## src/rtl/serial_prod_accum.sv

```systemverilog
// Recirculating delay-line accumulator with a bit-serial adder/subtractor, per-word shifts and one carry FF.
// Optional zero detection of the written result is built when G15_ACCUM_ZERO_DET_EN is defined.
module serial_prod_accum #(
  parameter int WORD_BITS = 29,
  parameter int WORDS     = 2
) (
  input  logic                                          CLOCK,
  input  logic                                          rst,
  input  logic                                          cmd_valid,
  output logic                                          cmd_ready,
  input  logic [2:0]                                    cmd_op,
  input  logic [$clog2(WORDS+1)-1:0]                    cmd_words,
  input  logic                                          ser_in,
  output logic                                          acc_out,
  output logic [$clog2(WORD_BITS)-1:0]                  bit_pos,
  output logic [((WORDS > 1) ? $clog2(WORDS) : 1)-1:0]  word_pos,
  output logic                                          done,
  output logic                                          carry_out,
  output logic                                          ovf,
  output logic                                          acc_zero
);

  localparam int N    = WORD_BITS * WORDS;
  localparam int BP_W = $clog2(WORD_BITS);
  localparam int WP_W = (WORDS > 1) ? $clog2(WORDS) : 1;
  localparam int CW_W = $clog2(WORDS + 1);
  localparam logic [BP_W-1:0] BIT_LAST  = BP_W'(WORD_BITS - 1);
  localparam logic [WP_W-1:0] WORD_LAST = WP_W'(WORDS - 1);
  localparam logic [CW_W-1:0] WORDS_MAX = CW_W'(WORDS);

  typedef enum logic [2:0] {
    OP_NOP, OP_CLEAR, OP_LOAD, OP_ADD, OP_SUB, OP_SHR, OP_SHRL, OP_RSVD
  } op_e;

  typedef enum logic [1:0] {S_IDLE, S_WAIT, S_EXEC, S_DONE} state_e;

  state_e          state;
  op_e             op_q;
  logic [WP_W-1:0] last_word_q, last_word_d;
  logic [N-1:0]    track;
  logic            carry;
  logic            tap0, tap1;
  logic            at_origin, at_wrap, exec_en, first_bit, exec_end, is_arith;
  logic            operand, c_in, c_maj, sum, new_bit;

  // tap0 is the bit being rewritten this cycle, tap1 the next bit of the same word.
  assign tap0      = track[N-1];
  assign tap1      = track[N-2];
  assign acc_out   = tap0;
  assign cmd_ready = (state == S_IDLE);

  always_comb begin
    // NOTE: every signal written here gets a value on every path (new_bit defaults first), so no latch is inferred.
    at_origin = (bit_pos == '0) && (word_pos == '0);
    at_wrap   = (bit_pos == BIT_LAST) && (word_pos == WORD_LAST);
    exec_en   = (state == S_EXEC);
    first_bit = exec_en && at_origin;
    exec_end  = exec_en && (bit_pos == BIT_LAST) && (word_pos == last_word_q);
    is_arith  = (op_q == OP_ADD) || (op_q == OP_SUB);
    operand   = ser_in ^ (op_q == OP_SUB);
    c_in      = first_bit ? (op_q == OP_SUB) : carry;
    sum       = tap0 ^ operand ^ c_in;
    c_maj     = (tap0 & operand) | (tap0 & c_in) | (operand & c_in);

    new_bit = tap0;
    if (exec_en) begin
      case (op_q)
        OP_CLEAR:       new_bit = 1'b0;
        OP_LOAD:        new_bit = ser_in;
        OP_ADD, OP_SUB: new_bit = sum;
        OP_SHR:         new_bit = (bit_pos == BIT_LAST) ? tap0 : tap1;
        OP_SHRL:        new_bit = (bit_pos == BIT_LAST) ? 1'b0 : tap1;
        default:        new_bit = tap0;
      endcase
    end

    // A zero or oversized word count selects the whole track.
    if ((cmd_words == '0) || (cmd_words > WORDS_MAX)) last_word_d = WORD_LAST;
    else                                              last_word_d = WP_W'(cmd_words - 1'b1);
  end

  always_ff @(posedge CLOCK or posedge rst) begin
    // NOTE: sequential state uses non-blocking assignments so every register samples pre-edge values.
    if (rst) begin
      bit_pos  <= '0;
      word_pos <= '0;
    end else if (bit_pos == BIT_LAST) begin
      bit_pos  <= '0;
      word_pos <= (word_pos == WORD_LAST) ? '0 : word_pos + 1'b1;
    end else begin
      bit_pos <= bit_pos + 1'b1;
    end
  end

  always_ff @(posedge CLOCK or posedge rst) begin
    // NOTE: the track is a shift register, not a RAM, so it is reset to zero like any other flop.
    if (rst) begin
      track <= '0;
      carry <= 1'b0;
    end else begin
      track <= {track[N-2:0], new_bit};
      if (exec_en && is_arith) carry <= c_maj;
    end
  end

  always_ff @(posedge CLOCK or posedge rst) begin
    if (rst) begin
      state       <= S_IDLE;
      op_q        <= OP_NOP;
      last_word_q <= '0;
      done        <= 1'b0;
      carry_out   <= 1'b0;
      ovf         <= 1'b0;
    end else begin
      done <= 1'b0;
      case (state)
        S_IDLE: if (cmd_valid) begin
          op_q        <= op_e'(cmd_op);
          last_word_q <= last_word_d;
          state       <= at_wrap ? S_EXEC : S_WAIT;
        end
        S_WAIT: if (at_wrap) state <= S_EXEC;
        S_EXEC: if (exec_end) begin
          state     <= S_DONE;
          done      <= 1'b1;
          carry_out <= is_arith ? c_maj : carry;
          ovf       <= is_arith & (c_in ^ c_maj);
        end
        S_DONE:  state <= S_IDLE;
        default: state <= S_IDLE;
      endcase
    end
  end

`ifdef G15_ACCUM_ZERO_DET_EN
  logic zero_run, zero_next;

  assign zero_next = (first_bit | zero_run) & ~new_bit;

  always_ff @(posedge CLOCK or posedge rst) begin
    if (rst) begin
      zero_run <= 1'b0;
      acc_zero <= 1'b0;
    end else if (exec_en) begin
      zero_run <= zero_next;
      if (exec_end) acc_zero <= zero_next;
    end
  end
`else
  assign acc_zero = 1'b0;
`endif

endmodule

```

## config.mk

```make
export PLATFORM = sky130hd
export DESIGN_NAME = serial_prod_accum
export DESIGN_NICKNAME = d
export VERILOG_FILES = /design/src/rtl/serial_prod_accum.sv
export SDC_FILE = /design/constraint.sdc
export NUM_CORES = 1
export LEC_CHECK = 0
export ABC_AREA = 1
export CORE_MARGIN = 5
export CORE_UTILIZATION = 40
export CTS_BUF_LIST = sky130_fd_sc_hd__clkbuf_8
export DETAILED_ROUTE_END_ITERATION = 6
export DONT_BUFFER_PORTS = 1
export GPL_TIMING_DRIVEN = 0
export PLACE_DENSITY_LB_ADDON = 0.05
export SLEW_MARGIN = 20
export SYNTH_ARGS = -nofsm -noshare
export SYNTH_HDL_FRONTEND = slang
export SYNTH_SLANG_ARGS = --single-unit
export TNS_END_PERCENT = 10
```

## constraint.sdc

```tcl
create_clock -name CLOCK -period 3 [get_ports CLOCK]
set_input_delay 0.3 -clock CLOCK [delete_from_list [all_inputs] [get_ports CLOCK]]
set_output_delay 0.3 -clock CLOCK [all_outputs]
set_load 0.02 [all_outputs]
```

### Word level (Yosys, flattened, before mapping)

Index checks and enable logic that the tools add are counted.

* add/sub/neg operators: 3
* $lt $le $gt $ge: 1
* eq/ne operators: 14
* multiplexer cells: 16
* bitwise operators: 11
* reduce and logical (&&, ||, !) cells: 15

Operator list (number)
* == test 3 bit, second input constant: 3
* 2-to-1 mux 1 bit: 9
* 2-to-1 mux 2 bit: 4
* one-hot mux 2 bit (4 select lines): 1
* == test 3 x 2 -> 1 bit, second input constant: 2
* logical AND 1 bit: 6
* adder 5 x 1 -> 5 bit, second input constant: 1
* == test 5 bit, second input constant: 1
* zero test 5 bit: 1
* 2-to-1 mux 5 bit: 1
* one-hot mux 1 bit (5 select lines): 1
* bitwise AND 1 bit: 4
* == test 2 bit, second input constant: 2
* zero test 2 bit: 2
* != test 2 bit, second input constant: 2
* AND reduction 2 bit: 2
* bitwise XOR 1 bit: 4
* == test 3 x 1 -> 1 bit, second input constant: 1
* AND reduction 3 bit: 1
* == test 2 x 1 -> 1 bit, second input constant: 1
* > comparator 2 bit, second input constant: 1
* logical OR 1 bit: 2
* != test 2 x 1 -> 1 bit, second input constant: 1
* OR 1 bit: 2
* 5 further kinds: 5

* register bits: 74
* output and inout port bits: 12
* logic and storage cells: 70

### Longest topological paths before layout

* depth after elaboration: 9
* depth in mapped cells: 11

### Worst setup path before layout

OpenSTA, ideal clock, no wires.

* path kind: flip-flop to flip-flop
* start: register bit_pos[0]
* end: register state[0]
* library setup time: 0.074 ns
* arrival: 1.494 ns
* required time: 2.926 ns
* slack: 1.432 ns
* cell stages (with the launch flop): 10
* path buffers: 0
* clock period less this slack: 1.568 ns
* path through: dfrtp_1 > inv_1 > ha_1 > nand2_1 > nor2_8 > nand4_2 > clkinv_2 > o21ai_2 > nand2_1 > o21ai_2

* longest elaborated chain between the ends: 5
* elaborated cells on any way between the ends: 10

RTL lines
* from (decl): line 15 `output logic [$clog2(WORD_BITS)-1:0] bit_pos,`
* from (signal assigned): line 91 `bit_pos <= bit_pos + 1'b1;`
* == test 5 bit *: line 55, 58
* logical AND 1 bit, on equally long branches: line 55, 58
* 2-to-1 mux 2 bit / logical AND 1 bit (equally long branches): line 120, 58
* 2-to-1 mux 2 bit / != test 2 x 1 -> 1 bit (equally long branches)
* one-hot mux 2 bit (4 select lines) / AND reduction 3 bit (equally long branches)
* to (signal assigned): line 120 `state <= at_wrap ? S_EXEC : S_WAIT;`
* to (decl): line 37 `state_e state;`

Mark *: on every way between the ends. The rest lies on a longest branch, timed or not. The select of a mux whose other input is x is not followed.
A chain may end at the register's enable or synchronous reset.

### Worst setup path after layout

* start: register bit_pos[0]
* end: register state[1]

Same word-level chain as after synthesis.

==> results.yml <==
clock_network:
  cts_max_level: 3
  clockBufferDepth: 2
  root_buffer: "clkbuf_8"
  cts_resized: 0
  clkSinkCount: 74
  cts_tree: "yes"
  cts-buffers-inserted: 9
  clk_pin_slew_ns: 0.08
  insertion_delay_ns: 0.33
setup_path:
  critPathKind: "reg -> reg"
  r2r-end: "state[1]"
  end_kind: "flop"
  arrival_ns: 2.03
  r2r_start: "bit_pos[0]"
  critPathLaunch: "bit_pos[0]"
  reg2reg_depth: 9
  required_ns: 3.26
  critPathMaxFanout: 9
  startpoint_type: "flop"
  rrSetupSlack_ns: 1.23
synthesis:
  synth_fp_nets: 213
  synthArstFlopShare: 1.00
  syn_inst: 198
  ys.flop_type: "dfrtp_1"
  synth-seq-cells: 74
  syn-cell-area_sq_mm: 0.00248
  synth_edf_count: 0
  syn_avg_cell_area_sq_um: 12.5
  synthDistinctLibCells: 23
  ys_seq_area_frac: 0.746
  yosysWarningCount: 0
global_routing:
  grt_overflow: 0
  grt_pass1_wl_mm: 6.85
  antenna_found_initial: 0
  grt_max_degree: 50
  grt_pass1_vias: 1429
  track_usage: 0.118
placement:
  gp_congestion: 0.894
  placed_cells: 274
  hpwl_mm: 2.50
  port_buffers: 0
finish:
  area_growth_pct: 15.6
  post-route-util: 0.479
  instances_no_fill: 289
  num_antenna_cells: 0
  nets: 226
  fill_cells: 526
  final_cell_mix: "dfrtp_1, nand2_1, inv_1"
  mostFrequentLayoutCell: "dfrtp_1"
  drive_gt1_frac: 0.117
pwr:
  power.leakage_nw: 1.49
  power.switching_mw: 0.690
  p_seq_frac: 0.484
  peakVddDrop_v: 0.000417
  p_comb_frac: 0.152
  cell_internal_pwr_mw: 1.95
  power_density_mw_per_mm2: 920
  swShare: 0.261
  clkPwrFrac: 0.365
min_path:
  hold_start: "cmd_op[2]"
  whs_endpoint: "op_q[2]"
  hold_class: "in -> reg"
  worst_hold_path.num_cells: 2
detailed_routing:
  routed_via_density: 4.66
  detail_route.iter0.violations: 74
  ant_nets: 0
  drc: 0
  routed_wl_mm: 3.91
  wl_per_cell_um: 13.5
  vias: 1347
  drtPass1Iterations: 4
sta:
  maxSlewViolCount: 0
  min_period_ns: 1.77
  final-hold-violation-count: 0
  tns_ns: 0
  rsz0062_at_grt: "false"
  holdWs_ns: 0.0956
  finalClockSkew_ns: 0.00956
  period_share: 0.588
  setup_viol: 0
  fmax_mhz: 566
die:
  fp-row-count: 28
  die_w_um: 88.8
  die_h_um: 88.8
  dieArea_sq_mm: 0.00788
  core_area_sq_mm: 0.00599
  initial_core_util: 0.415
  io_pins: 21
run:
  drv_cap: 0
outcome:
  status: "complete, no violations"
[worst max-delay path, cell delays in order, from the launching register on]
cell	delay, ns
dfrtp_1	0.50
inv_1	0.13
ha_1	0.24
nand2_1	0.17
nor2_8	0.08
nand4_2	0.12
clkinv_2	0.08
o21ai_2	0.21
nand2_1	0.09
o21ai_2	0.06
[how the worst max path moves through the flow]
stage,to
2_1_floorplan,bit_pos[0]
3_3_place_gp,state[0]
3_5_place_dp,state[1]
4_1_cts,state[1]
5_1_grt,state[1]
6_report,state[1]
[Yosys cell counts (2+ instances only)]
master   count  share of area
nand3_1     12          0.024
o21ai_2      3          0.011
a21oi_1      5          0.010
ha_1         6          0.030
nand2_1     33          0.050
inv_1       28          0.042
nor3_1       2         0.0040
nor2_1      10          0.015
dfrtp_1     74           0.75
nand4_1      3         0.0076
o21ai_0     10          0.020
[cells by family (layout without fill, tap and decap cells)]
| logic type | Yosys count | after routing | share of synthesized area |
|---|---|---|---|
| and+or+nand+nor | 65 | 65 | 0.122 |
| DFF | 74 | 74 | 0.746 |
| AOI/OAI and AO/OA | 21 | 21 | 0.0499 |
| adders and majority gates | 6 | 6 | 0.0302 |
| buffers and inverters | 30 | 46 | 0.0474 |
| other | 1 | 1 | 0.00151 |
| xor gates and xnor gates | 1 | 1 | 0.00353 |
[power groups by stage]
stage / sequential (mW) / clock [mW] / combinational (mW)
floorplan: 1.27 / 0 / 0.326
global placement: 1.29 / 0 / 0.379
detailed placement: 1.29 / 0 / 0.398
CTS: 1.28 / 0.998 / 0.402
global route: 1.30 / 1.03 / 0.465
finish: 1.28 / 0.963 / 0.401
[what timing repair did]
item / CTS / global route
hold endpoints to repair: 25 / 0
hold buffers: 1 / 0
setup buffers: 0 / 0
[layer usage]
metal / track usage / wire length, um / vias up
li1: - / - / 646
met1: 0.155 / 1890 / 661
met2: 0.163 / 1660 / 35
met3: 0.0652 / 303 / 5
met4: 0.0467 / 63 / 0
met5: 0 / 0 / -
[layout make-up]
type | count | area [sq um] | share of cell area
inverter | 29 | 113 | 0.0392
clock buffer | 9 | 124 | 0.0432
clock inverter | 5 | 129 | 0.0449
tap | 75 | 93.8 | 0.0327
buffer | 1 | 7.51 | 0.00262
timing repair buffer | 2 | 37.5 | 0.0131
multi-input combinational | 94 | 514 | 0.179
sequential | 74 | 1850 | 0.645
[state kept, by name, indices dropped and copies added, names as in the netlist]
signal	flops
track	58
bit_pos	5
op_q	3
state	2
carry	1
carry_out	1
done	1
last_word_q	1
ovf	1
word_pos	1
[per-stage QoR]
| stage | setup WS [ns] | cell area, sq um | power, mW |
|---|---|---|---|
| 2_1_floorplan | 0.818 | 2480 | 1.59 |
| 3_3_place_gp | 0.311 | 2580 | 1.67 |
| 3_5_place_dp | 1.24 | 2610 | 1.69 |
| 4_1_cts | 1.22 | 2870 | 2.68 |
| 5_1_grt | 1.06 | 2870 | 2.80 |
| 6_report | 1.23 | 2870 | 2.64 |
Power figures use the tool's default switching activity.
